--- src/rtl/feedback_packet_rx_if.sv ---
// Byte stream and Q-table updater bundle for feedback_packet_rx.
// The slave modport is the receiver side; master is whoever drives the bytes and done.
`timescale 1ns/1ps
interface feedback_packet_rx_if #(
  parameter int unsigned ERR_W = 8
);
  logic [7:0]       rx_data;
  logic             rx_valid;
  logic             rx_ready;
  logic             upd_done;
  logic             en;
  logic [15:0]      fSourceID;
  logic [15:0]      fClusterID;
  logic [15:0]      fEnergyLeft;
  logic [15:0]      fQValue;
  logic [2:0]       packetType;
  logic             busy;
  logic [ERR_W-1:0] err_count;
  logic [ERR_W-1:0] drop_count;

  modport master (
    output rx_data, rx_valid, upd_done,
    input  rx_ready, en, fSourceID, fClusterID, fEnergyLeft, fQValue,
           packetType, busy, err_count, drop_count
  );

  modport slave (
    input  rx_data, rx_valid, upd_done,
    output rx_ready, en, fSourceID, fClusterID, fEnergyLeft, fQValue,
           packetType, busy, err_count, drop_count
  );
endinterface

--- src/rtl/feedback_packet_rx.sv ---
// Byte-serial feedback packet receiver feeding the Q-table updater.
// Define FEEDBACK_CSUM_EN to require a trailing XOR checksum byte on every frame.
`timescale 1ns/1ps
module feedback_packet_rx #(
  parameter logic [15:0] NODE_ID     = 16'h0001,
  parameter int unsigned TIMEOUT_CYC = 64,
  parameter int unsigned ERR_W       = 8
) (
  input logic                 clock,
  input logic                 rst,
  feedback_packet_rx_if.slave rx
);
  localparam int unsigned   TW     = $clog2(TIMEOUT_CYC + 1);
  localparam logic [TW-1:0] T_LAST = TW'(TIMEOUT_CYC - 1);

  typedef enum logic [2:0] {
    S_HDR,
    S_BODY,
`ifdef FEEDBACK_CSUM_EN
    S_CSUM,
`endif
    S_CHK,
    S_ISSUE,
    S_WAIT
  } state_t;

  state_t           state;
  logic [2:0]       idx;
  logic [TW-1:0]    tcnt;
  logic [3:0][15:0] shWord;   // 0 source, 1 cluster, 2 energy, 3 Q-value
  logic [2:0]       shType;
  logic [ERR_W-1:0] errCnt;
  logic [ERR_W-1:0] dropCnt;
`ifdef FEEDBACK_CSUM_EN
  logic [7:0]       csumAcc;
`endif
  logic             accept;
  logic             hdrOk;

  assign accept        = rx.rx_valid && rx.rx_ready;
  assign hdrOk         = (rx.rx_data[2:0] >= 3'd1) && (rx.rx_data[2:0] <= 3'd4);
  assign rx.err_count  = errCnt;
  assign rx.drop_count = dropCnt;

  always_ff @(posedge clock) begin
    if (rst) begin
      state          <= S_HDR;
      idx            <= '0;
      tcnt           <= '0;
      shWord         <= '0;
      shType         <= '0;
      errCnt         <= '0;
      dropCnt        <= '0;
      rx.rx_ready    <= 1'b1;
      rx.en          <= 1'b0;
      rx.busy        <= 1'b0;
      rx.fSourceID   <= '0;
      rx.fClusterID  <= '0;
      rx.fEnergyLeft <= '0;
      rx.fQValue     <= '0;
      rx.packetType  <= '0;
`ifdef FEEDBACK_CSUM_EN
      csumAcc        <= '0;
`endif
    end else begin
      rx.en <= 1'b0;
      case (state)
        S_HDR: begin
          tcnt <= '0;
          if (accept && hdrOk) begin
            shType  <= rx.rx_data[2:0];
            idx     <= '0;
            rx.busy <= 1'b1;
            state   <= S_BODY;
`ifdef FEEDBACK_CSUM_EN
            csumAcc <= rx.rx_data;
`endif
          end
        end
        S_BODY: begin
          if (accept) begin
            tcnt                <= '0;
            shWord[idx[2:1]]    <= {shWord[idx[2:1]][7:0], rx.rx_data};
            idx                 <= idx + 3'd1;
`ifdef FEEDBACK_CSUM_EN
            csumAcc             <= csumAcc ^ rx.rx_data;
            if (idx == 3'd7) state <= S_CSUM;
`else
            if (idx == 3'd7) begin
              state       <= S_CHK;
              rx.rx_ready <= 1'b0;
            end
`endif
          end else if (tcnt == T_LAST) begin
            state   <= S_HDR;
            rx.busy <= 1'b0;
            if (errCnt != '1) errCnt <= errCnt + 1'b1;
          end else begin
            tcnt <= tcnt + 1'b1;
          end
        end
`ifdef FEEDBACK_CSUM_EN
        S_CSUM: begin
          if (accept) begin
            tcnt <= '0;
            if (rx.rx_data == csumAcc) begin
              state       <= S_CHK;
              rx.rx_ready <= 1'b0;
            end else begin
              state   <= S_HDR;
              rx.busy <= 1'b0;
              if (errCnt != '1) errCnt <= errCnt + 1'b1;
            end
          end else if (tcnt == T_LAST) begin
            state   <= S_HDR;
            rx.busy <= 1'b0;
            if (errCnt != '1) errCnt <= errCnt + 1'b1;
          end else begin
            tcnt <= tcnt + 1'b1;
          end
        end
`endif
        S_CHK: begin
          if (shWord[0] == NODE_ID) begin
            if (dropCnt != '1) dropCnt <= dropCnt + 1'b1;
            state       <= S_HDR;
            rx.rx_ready <= 1'b1;
            rx.busy     <= 1'b0;
          end else begin
            rx.fSourceID   <= shWord[0];
            rx.fClusterID  <= shWord[1];
            rx.fEnergyLeft <= shWord[2];
            rx.fQValue     <= shWord[3];
            rx.packetType  <= shType;
            rx.en          <= 1'b1;
            state          <= S_ISSUE;
          end
        end
        S_ISSUE: state <= S_WAIT;
        S_WAIT: begin
          if (rx.upd_done) begin
            state       <= S_HDR;
            rx.rx_ready <= 1'b1;
            rx.busy     <= 1'b0;
          end
        end
        default: begin
          state       <= S_HDR;
          rx.rx_ready <= 1'b1;
          rx.busy     <= 1'b0;
        end
      endcase
    end
  end
endmodule

--- src/flat_wrapper.sv ---
// flat-port wrapper written by rule: the top's interface ports become plain ports
module feedback_packet_rx_flat 
#(
  parameter logic [15:0] NODE_ID     = 16'h0001,
  parameter int unsigned TIMEOUT_CYC = 64,
  parameter int unsigned ERR_W       = 8
)
  (clock, rst, rx_rx_data, rx_rx_valid, rx_upd_done, rx_rx_ready, rx_en, rx_fSourceID, rx_fClusterID, rx_fEnergyLeft, rx_fQValue, rx_packetType, rx_busy, rx_err_count, rx_drop_count);
  feedback_packet_rx_if #(.ERR_W(ERR_W)) rx_i ();
  input logic clock;
  input logic rst;
  input wire logic [$bits(rx_i.rx_data)-1:0] rx_rx_data;
  input wire logic [$bits(rx_i.rx_valid)-1:0] rx_rx_valid;
  input wire logic [$bits(rx_i.upd_done)-1:0] rx_upd_done;
  output wire logic [$bits(rx_i.rx_ready)-1:0] rx_rx_ready;
  output wire logic [$bits(rx_i.en)-1:0] rx_en;
  output wire logic [$bits(rx_i.fSourceID)-1:0] rx_fSourceID;
  output wire logic [$bits(rx_i.fClusterID)-1:0] rx_fClusterID;
  output wire logic [$bits(rx_i.fEnergyLeft)-1:0] rx_fEnergyLeft;
  output wire logic [$bits(rx_i.fQValue)-1:0] rx_fQValue;
  output wire logic [$bits(rx_i.packetType)-1:0] rx_packetType;
  output wire logic [$bits(rx_i.busy)-1:0] rx_busy;
  output wire logic [$bits(rx_i.err_count)-1:0] rx_err_count;
  output wire logic [$bits(rx_i.drop_count)-1:0] rx_drop_count;
  assign rx_i.rx_data = rx_rx_data;
  assign rx_i.rx_valid = rx_rx_valid;
  assign rx_i.upd_done = rx_upd_done;
  assign rx_rx_ready = rx_i.rx_ready;
  assign rx_en = rx_i.en;
  assign rx_fSourceID = rx_i.fSourceID;
  assign rx_fClusterID = rx_i.fClusterID;
  assign rx_fEnergyLeft = rx_i.fEnergyLeft;
  assign rx_fQValue = rx_i.fQValue;
  assign rx_packetType = rx_i.packetType;
  assign rx_busy = rx_i.busy;
  assign rx_err_count = rx_i.err_count;
  assign rx_drop_count = rx_i.drop_count;
  feedback_packet_rx #(.NODE_ID(NODE_ID), .TIMEOUT_CYC(TIMEOUT_CYC), .ERR_W(ERR_W)) u_core (.clock(clock), .rst(rst), .rx(rx_i));
endmodule
--- config.mk ---
export PLATFORM = sky130hd
export DESIGN_NAME = feedback_packet_rx_flat
export DESIGN_NICKNAME = d
export VERILOG_FILES = /design/src/rtl/feedback_packet_rx_if.sv /design/src/rtl/feedback_packet_rx.sv /design/src/flat_wrapper.sv
export SDC_FILE = /design/constraint.sdc
export NUM_CORES = 1
export LEC_CHECK = 0
export ABC_CLOCK_PERIOD_IN_PS = 5050
export CELL_PAD_IN_SITES_DETAIL_PLACEMENT = 0
export CELL_PAD_IN_SITES_GLOBAL_PLACEMENT = 1
export CORE_ASPECT_RATIO = 0.7
export CORE_UTILIZATION = 42
export CTS_CLUSTER_DIAMETER = 200
export DETAILED_ROUTE_END_ITERATION = 6
export GPL_ROUTABILITY_DRIVEN = 1
export GPL_TIMING_DRIVEN = 0
export HOLD_SLACK_MARGIN = 0.08
export PLACE_DENSITY = 0.91
export SETUP_SLACK_MARGIN = 0.1
export SLEW_MARGIN = 20
export SYNTH_ARGS = -nofsm -noshare
export SYNTH_HDL_FRONTEND = slang
export SYNTH_SLANG_ARGS = --single-unit
--- constraint.sdc ---
create_clock -name clock -period 5.05 [get_ports clock]
set_clock_uncertainty 0.15 [all_clocks]
set_input_delay 1.01 -clock clock [delete_from_list [all_inputs] [get_ports clock]]
set_output_delay 1.01 -clock clock [all_outputs]
set_load 0.01 [all_outputs]
==> qor.yml <==
clock_tree:
  cts_tree: "done"
  clk_pin_slew_ps: 60
  cts_resized: 0
  htreeDepth: 4
  cts_root_buffer: "clkbuf_16"
  clock_path_buffers: 2
  hold_buffers: 0
  clk_latency_ps: 420
  cts_made_buffers: 17
  clock-sinks: 166
  cts_setup_buffers: 0
worst_hold_path:
  min_path_cells: 2
  whs_endpoint: "u_core.rx.fSourceID[7]$_SDFFE_PP0P_"
  hp-class: "reg -> reg"
  min-delay-start: "u_core.rx.fSourceID[7]$_SDFFE_PP0P_"
final_layout:
  synthToLayoutAreaGrowth_pct: 28.77
  final_nets: 914
  fill_cells: 1386
  drive_gt1_frac: 0.04950
  multi_input_area_sq_mm: 0.002711
  seq_area_sq_mm: 0.003323
  antenna_cells: 0
sta:
  timing.hold.ws_ps: 303.2
  fin_crit_ps: 3219
  min_period_over_period: 0.6375
  slew_headroom: 0.3455
  finalSetupTns_ps: 0
  setup_viol: 0
  clock.fmax_ghz: 0.3106
  worst_pin_slew_ps: 974.3
  drv_slew: 0
  hold_viol_final: 0
  grt_setup_unrepaired: "false"
setup_path:
  end_kind: "register"
  required_ps: 5250
  reg2reg_from: "u_core.shWord[11]$_SDFFE_PP0P_"
  worstReg2RegEnd: "u_core.rx.fSourceID[6]$_SDFFE_PP0P_"
  r2r_slack_ps: 1980
  cp.arrival_ps: 3420
  r2r_cells: 8
  cpMaxStageDelayCell: "nor3_1"
  critPathMaxStageDelay_ps: 690
  crit_fanout: 10
  path_buf_inv: 3
  worstSetupPathType: "in -> reg"
  crit_cells: 8
  crit_family: "buffers and inverters"
  start_kind: "input pin"
  critical_path.cell_chain: "clkdlybuf4s50_1 -> and2_1 -> clkbuf_1 -> nand2_1 -> nor3_1 -> clkbuf_1 -> nand2_1 -> a21oi_1"
logic_synthesis:
  synth-edff-count: 0
  synth_seq_cells: 166
  syn-num-nets: 798
  avgSynthCellArea_sq_um: 8.002
  post_synth_num_cell_types: 48
  async_flop_share: 0
  syn_area_sq_mm: 0.006250
  synthCells: 781
  ys_seq_area_frac: 0.5317
  yosysWarnings: 0
  dominantRegCellSynth: "dfxtp_1"
route:
  drtIter0Drc: 326
  vias_per_cell: 5.082
  ant_nets: 0
  wl_per_cell_um: 14.57
  drt_pass1_iterations: 4
  vias: 5585
  drcViolationCount: 0
  finalWirelength_um: 16010
floorplan:
  die-width_um: 147.8
  initial_core_util: 0.4391
  die_area_sq_mm: 0.01538
  io_pins: 98
  dieHeight_um: 104.1
  core_sq_mm: 0.01423
  rows: 36
status:
  status: "finished, final reports clean"
global_route:
  first_global_vias: 5064
  grt.total_usage: 0.2148
  grt_max_degree: 17
  antenna_found_initial: 0
  overflow: 0
  grt_pass1_wl_um: 26010
pwr:
  leakagePower_nw: 2.583
  power_mw: 2.722
  peakVddDrop_mv: 0.2239
  power.density_mw_per_mm2: 338.3
place:
  hpwl_um: 11420
  place_congestion: 0.8342
  port_buffers: 97
flow_run:
  drv_cap: 0
[through the flow]
| stage | cell area [sq um] | std cells | util | setup slack (ps) |
|---|---|---|---|---|
| 2_1_floorplan | 6250 | 781 | - | 2355 |
| 3_3_place_gp | 7458 | 1068 | 0.5240 | 1444 |
| 3_5_place_dp | 7458 | 1068 | 0.5240 | 1430 |
| 4_1_cts | 8048 | 1099 | 0.5654 | 1836 |
| 5_1_grt | 8048 | 1099 | 0.5654 | 1520 |
| 6_report | 8048 | 1099 | 0.5654 | 1831 |
[Yosys cell counts, drive strengths merged (5+ instances only)]
master / instances / area, sq um
o21ai: 6 / 30.02
clkbuf: 43 / 161.4
buf: 7 / 35.03
nor4: 7 / 56.30
xnor2: 9 / 78.83
dfxtp: 166 / 3323
nand2: 279 / 1047
xor2: 5 / 43.79
nor2: 34 / 127.6
nand3: 12 / 60.06
ha: 5 / 62.56
nor3: 12 / 60.06
inv: 5 / 18.77
a21oi: 140 / 700.7
[state kept, by name, indices dropped and copies added, names as in the netlist]
name and cells:
u_core.shWord 64, u_core.rx.fClusterID 16, u_core.rx.fEnergyLeft 16, u_core.rx.fQValue 16
u_core.rx.fSourceID 16, u_core.rx.drop_count 8, u_core.rx.err_count 8, u_core.tcnt 7
u_core.idx 3, u_core.rx.packetType 3, u_core.shType 3, u_core.state 3
u_core.rx.busy 1, u_core.rx.en 1, u_core.rx.rx_ready 1
[cells in the final DEF (no fill, tap or decap), types with 4 or more instances in the layout]
master           Yosys  final
nor2_1              34     34
clkinvlp_4           0      4
clkbuf_16            0     17
nand3_1             12     12
xor2_1               5      5
clkdlybuf4s50_1      0     97
dfxtp_1            166    166
inv_1                5      5
xnor2_1              9      9
nor4_1               5      5
mux2i_1              4      4
nand2_1            279    279
clkinv_4             0      4
nor3_1              12     12
buf_2                7      7
clkbuf_1            43     43
ha_1                 5      5
a21oi_1            140    140
[power breakdown]
group | switching (mW) | internal, mW
sequential | 0.00731 | 1.32
clock | 0.544 | 0.745
combinational | 0.0770 | 0.0319
total | 0.629 | 2.09
[kinds of logic after synthesis]
kind of cell               Yosys count  share of synthesized area
AOI/OAI and AO/OA                  165                     0.1435
muxes                                5                   0.008208
and+or+nand+nor                    371                     0.2525
buffers and inverters               55                    0.03443
DFF                                166                     0.5317
adders and majority gates            5                    0.01001
xor gates and xnor gates            14                    0.01962
[worst register-to-register path: stages (launching register included)]
cell and delay, ps:
dfxtp_1 320, nor4_1 610, nand4_1 540, nand2b_1 210
clkbuf_1 310, buf_2 310, buf_2 280, nand2_1 80
a21oi_1 180
[final cells by class]
class / instances / area share
sequential: 166 / 0.4129
multi-input combinational: 560 / 0.3369
timing repair buffer: 97 / 0.1206
clock buffer: 18 / 0.05457
tap: 190 / 0.02954
buffer: 50 / 0.02441
clock inverter: 13 / 0.01866
inverter: 5 / 0.002332
[worst max-delay path by stage]
| stage | startpoint | to | slack (ps) |
|---|---|---|---|
| 2_1_floorplan | rx_rx_valid | u_core.rx.err_count[4]$_SDFFE_PP0P_ | 2360 |
| 3_3_place_gp | rx_rx_valid | u_core.shWord[11]$_SDFFE_PP0P_ | 1440 |
| 3_5_place_dp | rx_rx_valid | u_core.shWord[11]$_SDFFE_PP0P_ | 1430 |
| 4_1_cts | rx_rx_valid | u_core.shWord[13]$_SDFFE_PP0P_ | 1840 |
| 5_1_grt | rx_rx_valid | u_core.shWord[6]$_SDFFE_PP0P_ | 1520 |
| 6_report | rx_rx_valid | u_core.shWord[13]$_SDFFE_PP0P_ | 1830 |
[routing by layer]
layer / up-vias / GRT usage / wire length [um]
li1: 2838 / - / -
met1: 2605 / 0.3234 / 8447
met2: 131 / 0.3036 / 6661
met3: 11 / 0.05088 / 794
met4: 0 / 0.05302 / 104
met5: - / 0 / 0
No activity file was read; power rests on OpenSTA's default activity.
